<file path="src/rtl/id_hazard_ctrl_if.sv">
// id_hazard_ctrl_if -- decode-side bundle for the ID hazard controller.
//   master : decode stage (drives instruction/freeze inputs, reads decisions)
//   slave  : id_hazard_ctrl
// Signals:
//   issue_valid, src_reg[NSRC*5], src_used[NSRC], dst_reg[5], dst_we,
//   dst_is_load, serialize, serialize_quiet, ext_stall      (master -> slave)
//   issue_ok, want_freeze, fwd_sel[NSRC*2], sys_pulse, ser_state[2]
//                                                           (slave -> master)
// Optional feature macro: HAZARD_STATS_EN adds stall_cycles[32], ser_events[16].
interface id_hazard_ctrl_if #(
  parameter int NSRC = 2
);
  logic                issue_valid;
  logic [NSRC*5-1:0]   src_reg;
  logic [NSRC-1:0]     src_used;
  logic [4:0]          dst_reg;
  logic                dst_we;
  logic                dst_is_load;
  logic                serialize;
  logic                serialize_quiet;
  logic                ext_stall;
  logic                issue_ok;
  logic                want_freeze;
  logic [NSRC*2-1:0]   fwd_sel;
  logic                sys_pulse;
  logic [1:0]          ser_state;
`ifdef HAZARD_STATS_EN
  logic [31:0]         stall_cycles;
  logic [15:0]         ser_events;
`endif

  modport master (
`ifdef HAZARD_STATS_EN
    input  stall_cycles, ser_events,
`endif
    output issue_valid, src_reg, src_used, dst_reg, dst_we, dst_is_load,
           serialize, serialize_quiet, ext_stall,
    input  issue_ok, want_freeze, fwd_sel, sys_pulse, ser_state
  );

  modport slave (
`ifdef HAZARD_STATS_EN
    output stall_cycles, ser_events,
`endif
    input  issue_valid, src_reg, src_used, dst_reg, dst_we, dst_is_load,
           serialize, serialize_quiet, ext_stall,
    output issue_ok, want_freeze, fwd_sel, sys_pulse, ser_state
  );
endinterface

</file>
<file path="src/rtl/id_hazard_ctrl.sv">
// id_hazard_ctrl -- ID-stage hazard controller.
// Load-use scoreboard (32 x 2-bit stall counts), per-source bypass select
// from EXE/MEM tracking slots, and a sequencer that drains the pipe before a
// serialising instruction (syscall / LL / SC) issues.
// Ports:
//   CLK    : clock, all state on posedge
//   RESET  : asynchronous, active-low
//   bus    : id_hazard_ctrl_if.slave (instruction in, issue/freeze/bypass out)
// Optional feature macro: HAZARD_STATS_EN (stall_cycles / ser_events counters).
module id_hazard_ctrl #(
  parameter int NSRC        = 2,
  parameter int LOAD_STALL  = 1,
  parameter int SER_BUBBLES = 4
) (
  input logic             CLK,
  input logic             RESET,
  id_hazard_ctrl_if.slave bus
);
  localparam logic [1:0] ST_IDLE    = 2'd0;
  localparam logic [1:0] ST_DRAIN   = 2'd1;
  localparam logic [1:0] ST_SYS     = 2'd2;
  localparam logic [1:0] ST_RELEASE = 2'd3;

  localparam int             SER_W    = $clog2(SER_BUBBLES) + 1;
  localparam logic [SER_W-1:0] SER_INIT = SER_W'(SER_BUBBLES - 2);
  localparam logic [1:0]     LOAD_CNT = 2'(LOAD_STALL);

  logic [1:0]       count_reg [32];
  logic [4:0]       exe_dst_reg, mem_dst_reg;
  logic             exe_vld_reg, mem_vld_reg;
  logic [1:0]       state_reg, state_next;
  logic [SER_W-1:0] bub_reg, bub_next;
  logic             pulse_reg, pulse_next;
  logic             ser_start;

  logic [NSRC-1:0]   port_hazard;
  logic [NSRC*2-1:0] fwd_all;
  logic              hazard;
  logic              fsm_permit;
  logic              fsm_freeze;
  logic              issue_ok;

  // Per-port hazard detect and bypass select. Duplicate sources are simply
  // evaluated independently on each port.
  for (genvar gi = 0; gi < NSRC; gi++) begin : g_port
    logic [4:0] src;
    logic [1:0] sel;
    assign src = bus.src_reg[5*gi +: 5];
    assign port_hazard[gi] = bus.src_used[gi] && (src != 5'd0) &&
                             (count_reg[src] != 2'd0);
    always_comb begin
      sel = 2'b00;
      if (src != 5'd0) begin
        if (exe_vld_reg && exe_dst_reg == src)      sel = 2'b01;  // youngest wins
        else if (mem_vld_reg && mem_dst_reg == src) sel = 2'b10;
      end
    end
    assign fwd_all[2*gi +: 2] = sel;
  end

  assign hazard = |port_hazard;

  // A serialising op seen in IDLE is held back (and fetch frozen) until the
  // sequencer reaches RELEASE, where freeze is lifted so it can issue.
  assign fsm_permit = (state_reg == ST_RELEASE) ||
                      (state_reg == ST_IDLE && !bus.serialize);
  assign fsm_freeze = (state_reg == ST_DRAIN) || (state_reg == ST_SYS) ||
                      (state_reg == ST_IDLE && bus.issue_valid && bus.serialize);

  assign issue_ok        = bus.issue_valid && !bus.ext_stall && !hazard && fsm_permit;
  assign bus.issue_ok    = issue_ok;
  assign bus.want_freeze = bus.ext_stall | hazard | fsm_freeze;
  assign bus.fwd_sel     = fwd_all;
  assign bus.sys_pulse   = pulse_reg;
  assign bus.ser_state   = state_reg;

  // Scoreboard: a same-cycle (re)set of a register beats its decrement.
  // r0 can never be set because dst_reg != 0 is required, so it stays 0.
  for (genvar gi = 0; gi < 32; gi++) begin : g_sb
    always_ff @(posedge CLK or negedge RESET) begin
      if (!RESET) begin
        count_reg[gi] <= 2'd0;
      end else if (!bus.ext_stall) begin
        if (issue_ok && bus.dst_reg != 5'd0 && bus.dst_reg == 5'(gi) && bus.dst_is_load)
          count_reg[gi] <= LOAD_CNT;
        else if (issue_ok && bus.dst_reg != 5'd0 && bus.dst_reg == 5'(gi) && bus.dst_we)
          count_reg[gi] <= 2'd0;
        else if (count_reg[gi] != 2'd0)
          count_reg[gi] <= count_reg[gi] - 2'd1;
      end
    end
  end

  // EXE/MEM tracking slots; a non-issuing cycle inserts an invalid bubble.
  always_ff @(posedge CLK or negedge RESET) begin
    if (!RESET) begin
      exe_dst_reg <= 5'd0;
      exe_vld_reg <= 1'b0;
      mem_dst_reg <= 5'd0;
      mem_vld_reg <= 1'b0;
    end else if (!bus.ext_stall) begin
      mem_dst_reg <= exe_dst_reg;
      mem_vld_reg <= exe_vld_reg;
      exe_dst_reg <= bus.dst_reg;
      exe_vld_reg <= issue_ok && bus.dst_we && (bus.dst_reg != 5'd0);
    end
  end

  // Sequencer. bub_reg holds the DRAIN cycles still to run; SYS is entered
  // when the last one completes so the pulse register is high during SYS and
  // the op issues in the following (RELEASE) cycle.
  always_comb begin
    state_next = state_reg;
    bub_next   = bub_reg;
    pulse_next = 1'b0;
    ser_start  = 1'b0;
    if (!bus.ext_stall) begin
      case (state_reg)
        ST_IDLE: begin
          if (bus.issue_valid && bus.serialize) begin
            ser_start = 1'b1;
            bub_next  = SER_INIT;
            if (SER_BUBBLES <= 2) begin
              state_next = ST_SYS;
              pulse_next = !bus.serialize_quiet;
            end else begin
              state_next = ST_DRAIN;
            end
          end
        end
        ST_DRAIN: begin
          if (bub_reg != '0) bub_next = bub_reg - SER_W'(1);
          if (bub_reg <= SER_W'(1)) begin
            state_next = ST_SYS;
            pulse_next = !bus.serialize_quiet;
          end
        end
        ST_SYS:  state_next = ST_RELEASE;
        default: if (issue_ok) state_next = ST_IDLE;
      endcase
    end
  end

  always_ff @(posedge CLK or negedge RESET) begin
    if (!RESET) begin
      state_reg <= ST_IDLE;
      bub_reg   <= '0;
      pulse_reg <= 1'b0;
    end else begin
      state_reg <= state_next;
      bub_reg   <= bub_next;
      pulse_reg <= pulse_next;
    end
  end

`ifdef HAZARD_STATS_EN
  logic [31:0] stall_cycles_reg;
  logic [15:0] ser_events_reg;

  always_ff @(posedge CLK or negedge RESET) begin
    if (!RESET) begin
      stall_cycles_reg <= 32'd0;
      ser_events_reg   <= 16'd0;
    end else begin
      if (bus.issue_valid && !issue_ok && !bus.ext_stall && stall_cycles_reg != 32'hFFFF_FFFF)
        stall_cycles_reg <= stall_cycles_reg + 32'd1;
      if (ser_start)
        ser_events_reg <= ser_events_reg + 16'd1;  // wraps
    end
  end

  assign bus.stall_cycles = stall_cycles_reg;
  assign bus.ser_events   = ser_events_reg;
`endif
endmodule

</file>
<file path="src/flat_wrapper.sv">
// flat-port wrapper written by rule: the top's interface ports become plain ports
module id_hazard_ctrl_flat 
#(
  parameter int NSRC        = 2,
  parameter int LOAD_STALL  = 1,
  parameter int SER_BUBBLES = 4
)
  (CLK, RESET, bus_issue_valid, bus_src_reg, bus_src_used, bus_dst_reg, bus_dst_we, bus_dst_is_load, bus_serialize, bus_serialize_quiet, bus_ext_stall, bus_issue_ok, bus_want_freeze, bus_fwd_sel, bus_sys_pulse, bus_ser_state);
  id_hazard_ctrl_if #(.NSRC(NSRC)) bus_i ();
  input logic CLK;
  input logic RESET;
  input wire logic [$bits(bus_i.issue_valid)-1:0] bus_issue_valid;
  input wire logic [$bits(bus_i.src_reg)-1:0] bus_src_reg;
  input wire logic [$bits(bus_i.src_used)-1:0] bus_src_used;
  input wire logic [$bits(bus_i.dst_reg)-1:0] bus_dst_reg;
  input wire logic [$bits(bus_i.dst_we)-1:0] bus_dst_we;
  input wire logic [$bits(bus_i.dst_is_load)-1:0] bus_dst_is_load;
  input wire logic [$bits(bus_i.serialize)-1:0] bus_serialize;
  input wire logic [$bits(bus_i.serialize_quiet)-1:0] bus_serialize_quiet;
  input wire logic [$bits(bus_i.ext_stall)-1:0] bus_ext_stall;
  output wire logic [$bits(bus_i.issue_ok)-1:0] bus_issue_ok;
  output wire logic [$bits(bus_i.want_freeze)-1:0] bus_want_freeze;
  output wire logic [$bits(bus_i.fwd_sel)-1:0] bus_fwd_sel;
  output wire logic [$bits(bus_i.sys_pulse)-1:0] bus_sys_pulse;
  output wire logic [$bits(bus_i.ser_state)-1:0] bus_ser_state;
  assign bus_i.issue_valid = bus_issue_valid;
  assign bus_i.src_reg = bus_src_reg;
  assign bus_i.src_used = bus_src_used;
  assign bus_i.dst_reg = bus_dst_reg;
  assign bus_i.dst_we = bus_dst_we;
  assign bus_i.dst_is_load = bus_dst_is_load;
  assign bus_i.serialize = bus_serialize;
  assign bus_i.serialize_quiet = bus_serialize_quiet;
  assign bus_i.ext_stall = bus_ext_stall;
  assign bus_issue_ok = bus_i.issue_ok;
  assign bus_want_freeze = bus_i.want_freeze;
  assign bus_fwd_sel = bus_i.fwd_sel;
  assign bus_sys_pulse = bus_i.sys_pulse;
  assign bus_ser_state = bus_i.ser_state;
  id_hazard_ctrl #(.NSRC(NSRC), .LOAD_STALL(LOAD_STALL), .SER_BUBBLES(SER_BUBBLES)) u_core (.CLK(CLK), .RESET(RESET), .bus(bus_i));
endmodule
</file>
<file path="config.mk">
export PLATFORM = sky130hd
export DESIGN_NAME = id_hazard_ctrl_flat
export DESIGN_NICKNAME = d
export VERILOG_FILES = /design/src/rtl/id_hazard_ctrl_if.sv /design/src/rtl/id_hazard_ctrl.sv /design/src/flat_wrapper.sv
export SDC_FILE = /design/constraint.sdc
export NUM_CORES = 1
export LEC_CHECK = 0
export CAP_MARGIN = 15
export CORE_ASPECT_RATIO = 0.5
export CORE_MARGIN = 2
export CORE_UTILIZATION = 30
export CTS_CLUSTER_SIZE = 24
export DETAILED_ROUTE_END_ITERATION = 10
export PLACE_DENSITY = 0.44
export SYNTH_ARGS = -nofsm -noshare
export SYNTH_HDL_FRONTEND = slang
export SYNTH_SLANG_ARGS = --single-unit
</file>
<file path="constraint.sdc">
create_clock -name CLK -period 7.2 [get_ports CLK]
set_input_delay 1.44 -clock CLK [delete_from_list [all_inputs] [get_ports CLK]]
set_output_delay 1.44 -clock CLK [all_outputs]
set_load 0.005 [all_outputs]
</file>
**Word level (Yosys, flattened, before mapping)**

Index checks and enable logic that the tools add are counted.

- Add/subtract/negate cells: 33
- $lt $le $gt $ge: 3
- Eq/ne operators: 41
- Multiplexer cells: 118
- Bitwise logic cells: 5
- Reduce and logical (&&, ||, !) cells: 230

Operators by type and width:

| kind | number |
|---|---|
| $mux 2 | 109 |
| $logic_and 1x1->1 | 114 |
| $reduce_bool 3->1 | 33 |
| $eq 5x5->1 const B | 16 |
| $reduce_bool 2->1 | 35 |
| $reduce_and 2->1 | 32 |
| $sub 2x1->2 const B | 32 |
| $eq 5x4->1 const B | 8 |
| $bmux 2 s5 | 2 |
| $eq 5x3->1 const B | 4 |
| $eq 5x5->1 | 4 |
| $reduce_bool 5->1 | 3 |
| $ge 6x6->1 const B | 2 |
| $not 5->6 | 2 |
| $eq 5x2->1 const B | 2 |
| $reduce_and 4->1 | 2 |
| $mux 3 | 2 |
| $ne 2x2->1 const B | 3 |
| $pmux 2 s3 | 1 |
| $pmux 3 s2 | 1 |
| $eq 5x1->1 const B | 1 |
| $logic_not 5->1 | 1 |
| $eq 2x2->1 const B | 2 |
| $logic_not 1->1 | 4 |
| other kinds (10) | 15 |

- Register bits: 82
- Bits of input ports: 25
- Output and inout port bits: 9
- Logic and storage cells: 469

**Depth between registers and ports, before layout**

Gate-level depths: netlist of run 1.

- Depth in word-level cells: 15
- Gate-level depth with buffers: 11
- Depth with buffers taken out: 8

**Worst setup path after synthesis of run 1**

No wires, ideal clock.

- Path type: in2out
- From: input port bus_src_reg[7]
- To: output port bus_issue_ok
- Data arrival time: 2967 ps
- Data required time: 5760 ps
- Slack: 2793 ps
- Stages: 10
- Buffers on the path: 3
- Cells stage by stage: buf_4 > inv_2 > mux4_2 > a31oi_1 > o211ai_1 > and4b_1 > buf_6 > nand2_4 > buf_6 > inv_1

- Word-level cells in the longest chain between the ends: 10
- Elaborated cells on any way between the ends: 12
- Classes of those cells: mux (3); bitwise (1); reduce/logical (8)

RTL lines:

| item | line | RTL |
|---|---|---|
| from (decl) | flat_wrapper.sv:13 | `input wire logic [$bits(bus_i.src_reg)-1:0] bus_src_reg;` |
| $not 5->6 (implied by the code) | id_hazard_ctrl.sv:50 | `(count_reg[src] != 2'd0);` |
| $bmux 2 s5 | id_hazard_ctrl.sv:50 |  |
| $mux 2 (implied by the code) (2 in series) | id_hazard_ctrl.sv:50 |  |
| $reduce_bool 2->1 | id_hazard_ctrl.sv:50 |  |
| $logic_and 1x1->1 * | id_hazard_ctrl.sv:49 | `assign port_hazard[gi] = bus.src_used[gi] && (src != 5'd0) &&` |
| $reduce_or 2->1 * | id_hazard_ctrl.sv:61 | `assign hazard = \|port_hazard;` |
| $logic_not 1->1 * | id_hazard_ctrl.sv:70 | `assign issue_ok = bus.issue_valid && !bus.ext_stall && !hazard && fsm_permit;` |
| $logic_and 1x1->1 * (2 in series) | id_hazard_ctrl.sv:70 |  |
| to (decl) | flat_wrapper.sv:21 | `output wire logic [$bits(bus_i.issue_ok)-1:0] bus_issue_ok;` |

Every way passes the cells marked *; elsewhere a longest branch is shown, timed or not. The select of a mux whose other input is x is not followed.

**Final worst setup path of run 1**

- From: input port bus_src_reg[6]
- To: output port bus_issue_ok

Same word-level chain as after synthesis.

==> reports/qor.yml, run 1 <==
status:
  status: "completed"
floorplanning:
  placementRows: 36
  fp.dieW_um: 205
  io_pins: 34
  start_util_pct: 30.8
  die-area_sq_um: 21400
  coreArea_sq_um: 19600
  die_h_um: 104
routing:
  routedWlPerCell_um: 18.3
  drc: 0
  dr.pass1.iters: 5
  via_count: 5325
  drt_iter0_drc: 489
  ant_nets: 0
  routed_wl_um: 18300
  vias_per_cell: 5.31
sta:
  finalClockSkew_ns: 0.00967
  fin_crit_sh_pct: 85.7
  period_needed_ns: 6.17
  maxSlewHeadroom_pct: 38.1
  grt_setup_unrepaired: "false"
  finalHoldViolations: 0
  max_freq_ghz: 0.162
  final-max-slew-violation-count: 0
  setup_tns_ns: 0
  final-setup-viol-count: 0
  worstMarginPinSlew_ns: 0.926
  hold_slack_ns: 0.523
clocking:
  clk_latency_ns: 0.35
  cts_resized: 0
  clk_pin_slew_worst_paths_ns: 0.07
  cts_sinks: 82
  cts_tree: "built"
  htree_levels: 3
  root_buffer: "clkbuf_16"
  cts-buffers-inserted: 9
  clk_path_buf_depth: 2
  hold_buffers: 0
  cts_setup_buffers: 0
synth:
  synth_common_cells: "nor2_1 (111), dfrtp_1 (82), inv_1 (75)"
  yosys.area.top_type: "dfrtp_1"
  synth_top_area_share_pct: 33.9
  yosysUniqueCellTypes: 64
  yosysWarnings: 0
  synth-seq-cells: 82
  synth_fp_nets: 778
  ys_seq_area_share_pct: 33.9
  synth_area_per_cell_sq_um: 8.48
  synth_ff_type: "dfrtp_1"
  yosysMostFrequentCell: "nor2_1"
  synthCells: 714
  netlist_area_sq_um: 6060
  synthTopCellsByArea: "dfrtp_1 (34%), ha_1 (8.1%), nor2_1 (6.9%)"
  synth-edff-count: 0
  synth-async-reset-ratio_pct: 100
layout:
  area_growth_pct: 13.8
  stdcell_area_sq_um: 6890
  drive_gt1_share_pct: 9.65
  nets: 796
  multi_input_area_sq_um: 3550
  largest_reg_flops: 64
  diodes: 0
  final_cells: 1002
  nFillCells: 2007
  seqCellArea_sq_um: 2050
power_and_ir_drop:
  vdd_drop_max_mv: 0.119
  power_leakage_uw: 0.00290
  power.density_nw_per_um2: 353
critical_path:
  crit_path_end_kind: "output pin"
  setup.worst_path.class: "in2out"
  start_kind: "input port"
  path_cells: "clkdlybuf4s50_1 -> nor3_1 -> a2111oi_0 -> a311o_1 -> o211ai_1 -> and4b_1 -> nand2_4 -> inv_1 -> clkdlybuf4s50_1"
  crit_top_cell: "clkdlybuf4s50_1"
  critPathMaxFanout: 22
  critPathMaxStageDelay_ns: 0.89
  critPathArrivalTime_ns: 4.73
  cp_data_required_time_ns: 5.76
  cpMaxStageDelayCell: "clkdlybuf4s50_1"
place:
  dp_cells: 987
  placed_area_sq_um: 6570
  io_buffers: 33
  dp_hpwl_um: 13300
  place_congestion: 0.827
global_routing:
  grt-ovfl-total: 0
  grt.total_usage_pct: 18.0
  grt_pass1_vias: 5111
  antenna_found_initial: 0
  grt_pass1_wl_um: 29500
  grt_max_degree: 52
run:
  cap_violations: 0
hold_path:
  hp-class: "reg2reg"
==> final cells by class <==
class | count | share of cell area, %
clock buffers | 11 | 3.52
clock inverters | 4 | 1.11
inverters | 76 | 4.14
multi-input cells | 527 | 51.6
flip-flops and latches | 82 | 29.8
well taps | 266 | 4.83
repair buffers | 36 | 5.05
==> logic make-up after synthesis <==
| kind of cell | share of synthesized area [%] |
|---|---|
| adders and majority gates | 8.06 |
| muxes | 7.23 |
| xor gates and xnor gates | 3.04 |
| and+or+nand+nor | 22.1 |
| DFF | 33.9 |
| AOI/OAI and AO/OA | 18.3 |
| buffers and inverters | 7.44 |
==> final timing paths <==
check	startpoint	to	slack [ns]	cells after the start
hold / removal	u_core.count_reg[52]	u_core.count_reg[52]	0.52	2
hold reg to reg	u_core.count_reg[52]	u_core.count_reg[52]	0.52	2
setup reg to reg	u_core.count_reg[52]	u_core.count_reg[54]	4.17	8
setup / recovery	bus_src_reg[6]	bus_issue_ok	1.03	9
min in group asynchronous	RESET	u_core.count_reg[17]	1.03	1
max in group asynchronous	RESET	u_core.exe_dst_reg[1]	5.06	2
==> routing by layer <==
layer	GRT usage (%)	vias to the layer above	share of wire, %
met4	4.78	0	1.8
met2	26.4	125	43
met3	3.23	25	4.2
li1	-	2569	-
met5	0	-	0
met1	26.9	2606	51
==> cells in the final DEF (no fill, tap or decap), drive strengths merged, types with 6 or more instances in the layout <==
cell type,count
or2,10
nand3,12
mux2i,7
clkdlybuf4s50,31
xnor2,13
nand2,62
o21ai,42
clkbuf,11
inv,76
dfrtp,82
a21oi,36
o221ai,24
xor2,8
o211ai,19
nor2,111
nor3,23
nor4,14
mux4,6
a221oi,8
mux2,20
nor2b,12
ha,39
nand4,7
==> metrics by stage <==
step / total power, uW / worst slack [ns] / util (%)
2_1_floorplan: 1630 / 2.79 / -
3_3_place_gp: 1900 / 1.15 / 33.5
3_5_place_dp: 1930 / 1.10 / 33.5
4_1_cts: 2450 / 1.04 / 35.1
5_1_grt: 2680 / 0.771 / 35.1
6_report: 2430 / 1.03 / 35.1
==> power by group <==
group          internal, uW  total, uW  switching, uW
sequential              666        870            205
clock                   313        517            205
combinational           487       1050            559
==> critical path: cells and delay by family <==
| kind | cells | cell delay (ns) |
|---|---|---|
| simple gates | 3 | 1.08 |
| buf+inv | 3 | 1.52 |
| compound gates | 3 | 0.68 |
Note: power is estimated with default switching activity, not from simulation.
==> run 2, diff against run 1 <==
--- a/config.mk
+++ b/config.mk
@@ -10,6 +10,6 @@
 export CORE_MARGIN = 2
-export CORE_UTILIZATION = 30
+export CORE_UTILIZATION = 55
 export CTS_CLUSTER_SIZE = 24
 export DETAILED_ROUTE_END_ITERATION = 10
-export PLACE_DENSITY = 0.44
+export PLACE_DENSITY = 0.72
 export SYNTH_ARGS = -nofsm -noshare
--- a/constraint.sdc
+++ b/constraint.sdc
@@ -3,2 +3,2 @@
 set_output_delay 1.44 -clock CLK [all_outputs]
-set_load 0.005 [all_outputs]
+set_load 0.01 [all_outputs]
==> run 2 against run 1 <==
  * Utilization up 27 points
  * Clock power down 3%
  * Largest cell class unchanged
  * Critical endpoint unchanged
  * Register-to-register slack worse by 0.53 ns
==> reports/qor.yml, run 2 (synthesized netlist as in run 1, its figures left out) <==
layout:
  final_cell_mix: "nor2_1 (111), dfrtp_1 (82), inv_1 (75)"
  diodes: 0
  drive_gt1_share_pct: 9.63
  nets: 796
  largest_reg_flops: 64
  multi_input_area_sq_um: 3550
  nFillCells: 915
  seqCellArea_sq_um: 2050
  stdcell_area_sq_um: 6730
  area_growth_pct: 11.1
  final_common_cell: "nor2_1"
routing:
  routed_wl_um: 16200
  drc: 0
  via_count: 5506
  dr.max_layer_used: "met4"
  wl_met1_um: 7660
  ant_nets: 0
  dr.pass1.iters: 5
  drt_iter0_drc: 618
  dr_wl_met3_um: 1290
  routed-wl-met2_um: 6810
  vias_per_cell: 6.24
  routedWlPerCell_um: 18.4
power_and_ir_drop:
  totalPowerFinal_uw: 2420
  vdd_drop_max_mv: 0.158
  power.density_nw_per_um2: 360
  power_leakage_uw: 0.00290
status:
  status: "completed"
critical_path:
  cp_data_required_time_ns: 5.76
  critPathArrivalTime_ns: 4.66
  start_kind: "input port"
  setup.worst_path.class: "in2out"
  crit_path_start: "bus_src_reg[6]"
  critPathMaxFanout: 22
  rr_startpoint: "u_core.count_reg[52]"
  rrSetupSlack_ns: 3.64
  crit_path_end_kind: "output pin"
  worstReg2RegEnd: "u_core.count_reg[2]"
  rr_worst_depth: 8
  endpoint: "bus_issue_ok"
global_routing:
  grt.total_usage_pct: 28.5
  antenna_found_initial: 0
  grt_pass1_wl_um: 26900
  grt_pass1_vias: 5183
  grt-ovfl-total: 0
  grt_max_degree: 62
clocking:
  htree_levels: 3
  clk_latency_ns: 0.35
  cts_setup_buffers: 0
  cts-buffers-inserted: 9
  clk_path_buf_depth: 2
  hold_buffers: 0
  root_buffer: "clkbuf_16"
  clk_pin_slew_worst_paths_ns: 0.07
  cts_tree: "built"
  cts_resized: 0
  cts_sinks: 82
sta:
  grt_setup_unrepaired: "false"
  fin_crit_sh_pct: 84.7
  worstMarginPinSlew_ns: 1.03
  finalClockSkew_ns: 0.0135
  setup_tns_ns: 0
  final-setup-viol-count: 0
  setup_slack_ns: 1.10
  max_freq_ghz: 0.164
  period_needed_ns: 6.10
  final-max-slew-violation-count: 0
  finalHoldViolations: 0
  maxSlewHeadroom_pct: 31.2
floorplanning:
  io_pins: 34
  coreArea_sq_um: 10800
  start_util_pct: 55.9
  die-area_sq_um: 11900
  fp.dieW_um: 152
  placementRows: 27
  die_h_um: 78.2
place:
  place_congestion: 0.941
  dp_slack_ns: 1.12
  dp_hpwl_um: 11700
  placed_area_sq_um: 6420
  io_buffers: 33
hold_path:
  hp-class: "reg2reg"
  whs_path_depth: 2
run:
  cap_violations: 0
run 2: worst min-delay path by stage:
stage,start,to
global placement,u_core.count_reg[36],u_core.count_reg[36]
global route,u_core.count_reg[36],u_core.count_reg[36]
finish,u_core.count_reg[52],u_core.count_reg[52]
CTS,u_core.count_reg[52],u_core.count_reg[52]
floorplan,u_core.exe_vld_reg,u_core.exe_vld_reg
detailed placement,u_core.count_reg[52],u_core.count_reg[52]
run 2: metrics by stage:
stage | utilization [%] | std cells | hold WS (ns)
final | 62.1 | 882 | 0.528
after global routing | 62.1 | 882 | 0.581
after floorplan | - | 714 | 0.488
after global placement | 59.2 | 866 | 0.508
after detailed placement | 59.2 | 866 | 0.512
after CTS | 62.1 | 882 | 0.527
run 2: worst max-delay path, stage by stage:
cell,delay [ns]
clkdlybuf4s50_1,0.86
nor3_1,0.33
a21oi_1,0.08
a311o_1,0.40
o211ai_1,0.18
and4b_1,0.52
nand2_4,0.19
inv_1,0.12
clkdlybuf4s50_1,0.54
run 2: where the power goes:
part           switching [uW]  internal (uW)
registers                 207            666
logic                     563            490
clock network             195            304
run 2: area by class of cell:
type	count	share of cell area [%]
inverter	76	4.24
timing repair buffer	36	5.13
clock buffer	11	3.46
multi-input combinational	527	52.8
clock inverter	5	1.17
tap	145	2.70
sequential	82	30.5
run 2: routing by layer:
layer / vias to the layer above / track usage (%)
met5: - / 0
met4: 0 / 9.26
met3: 39 / 4.80
met2: 228 / 43.0
met1: 2673 / 41.8
li1: 2566 / -
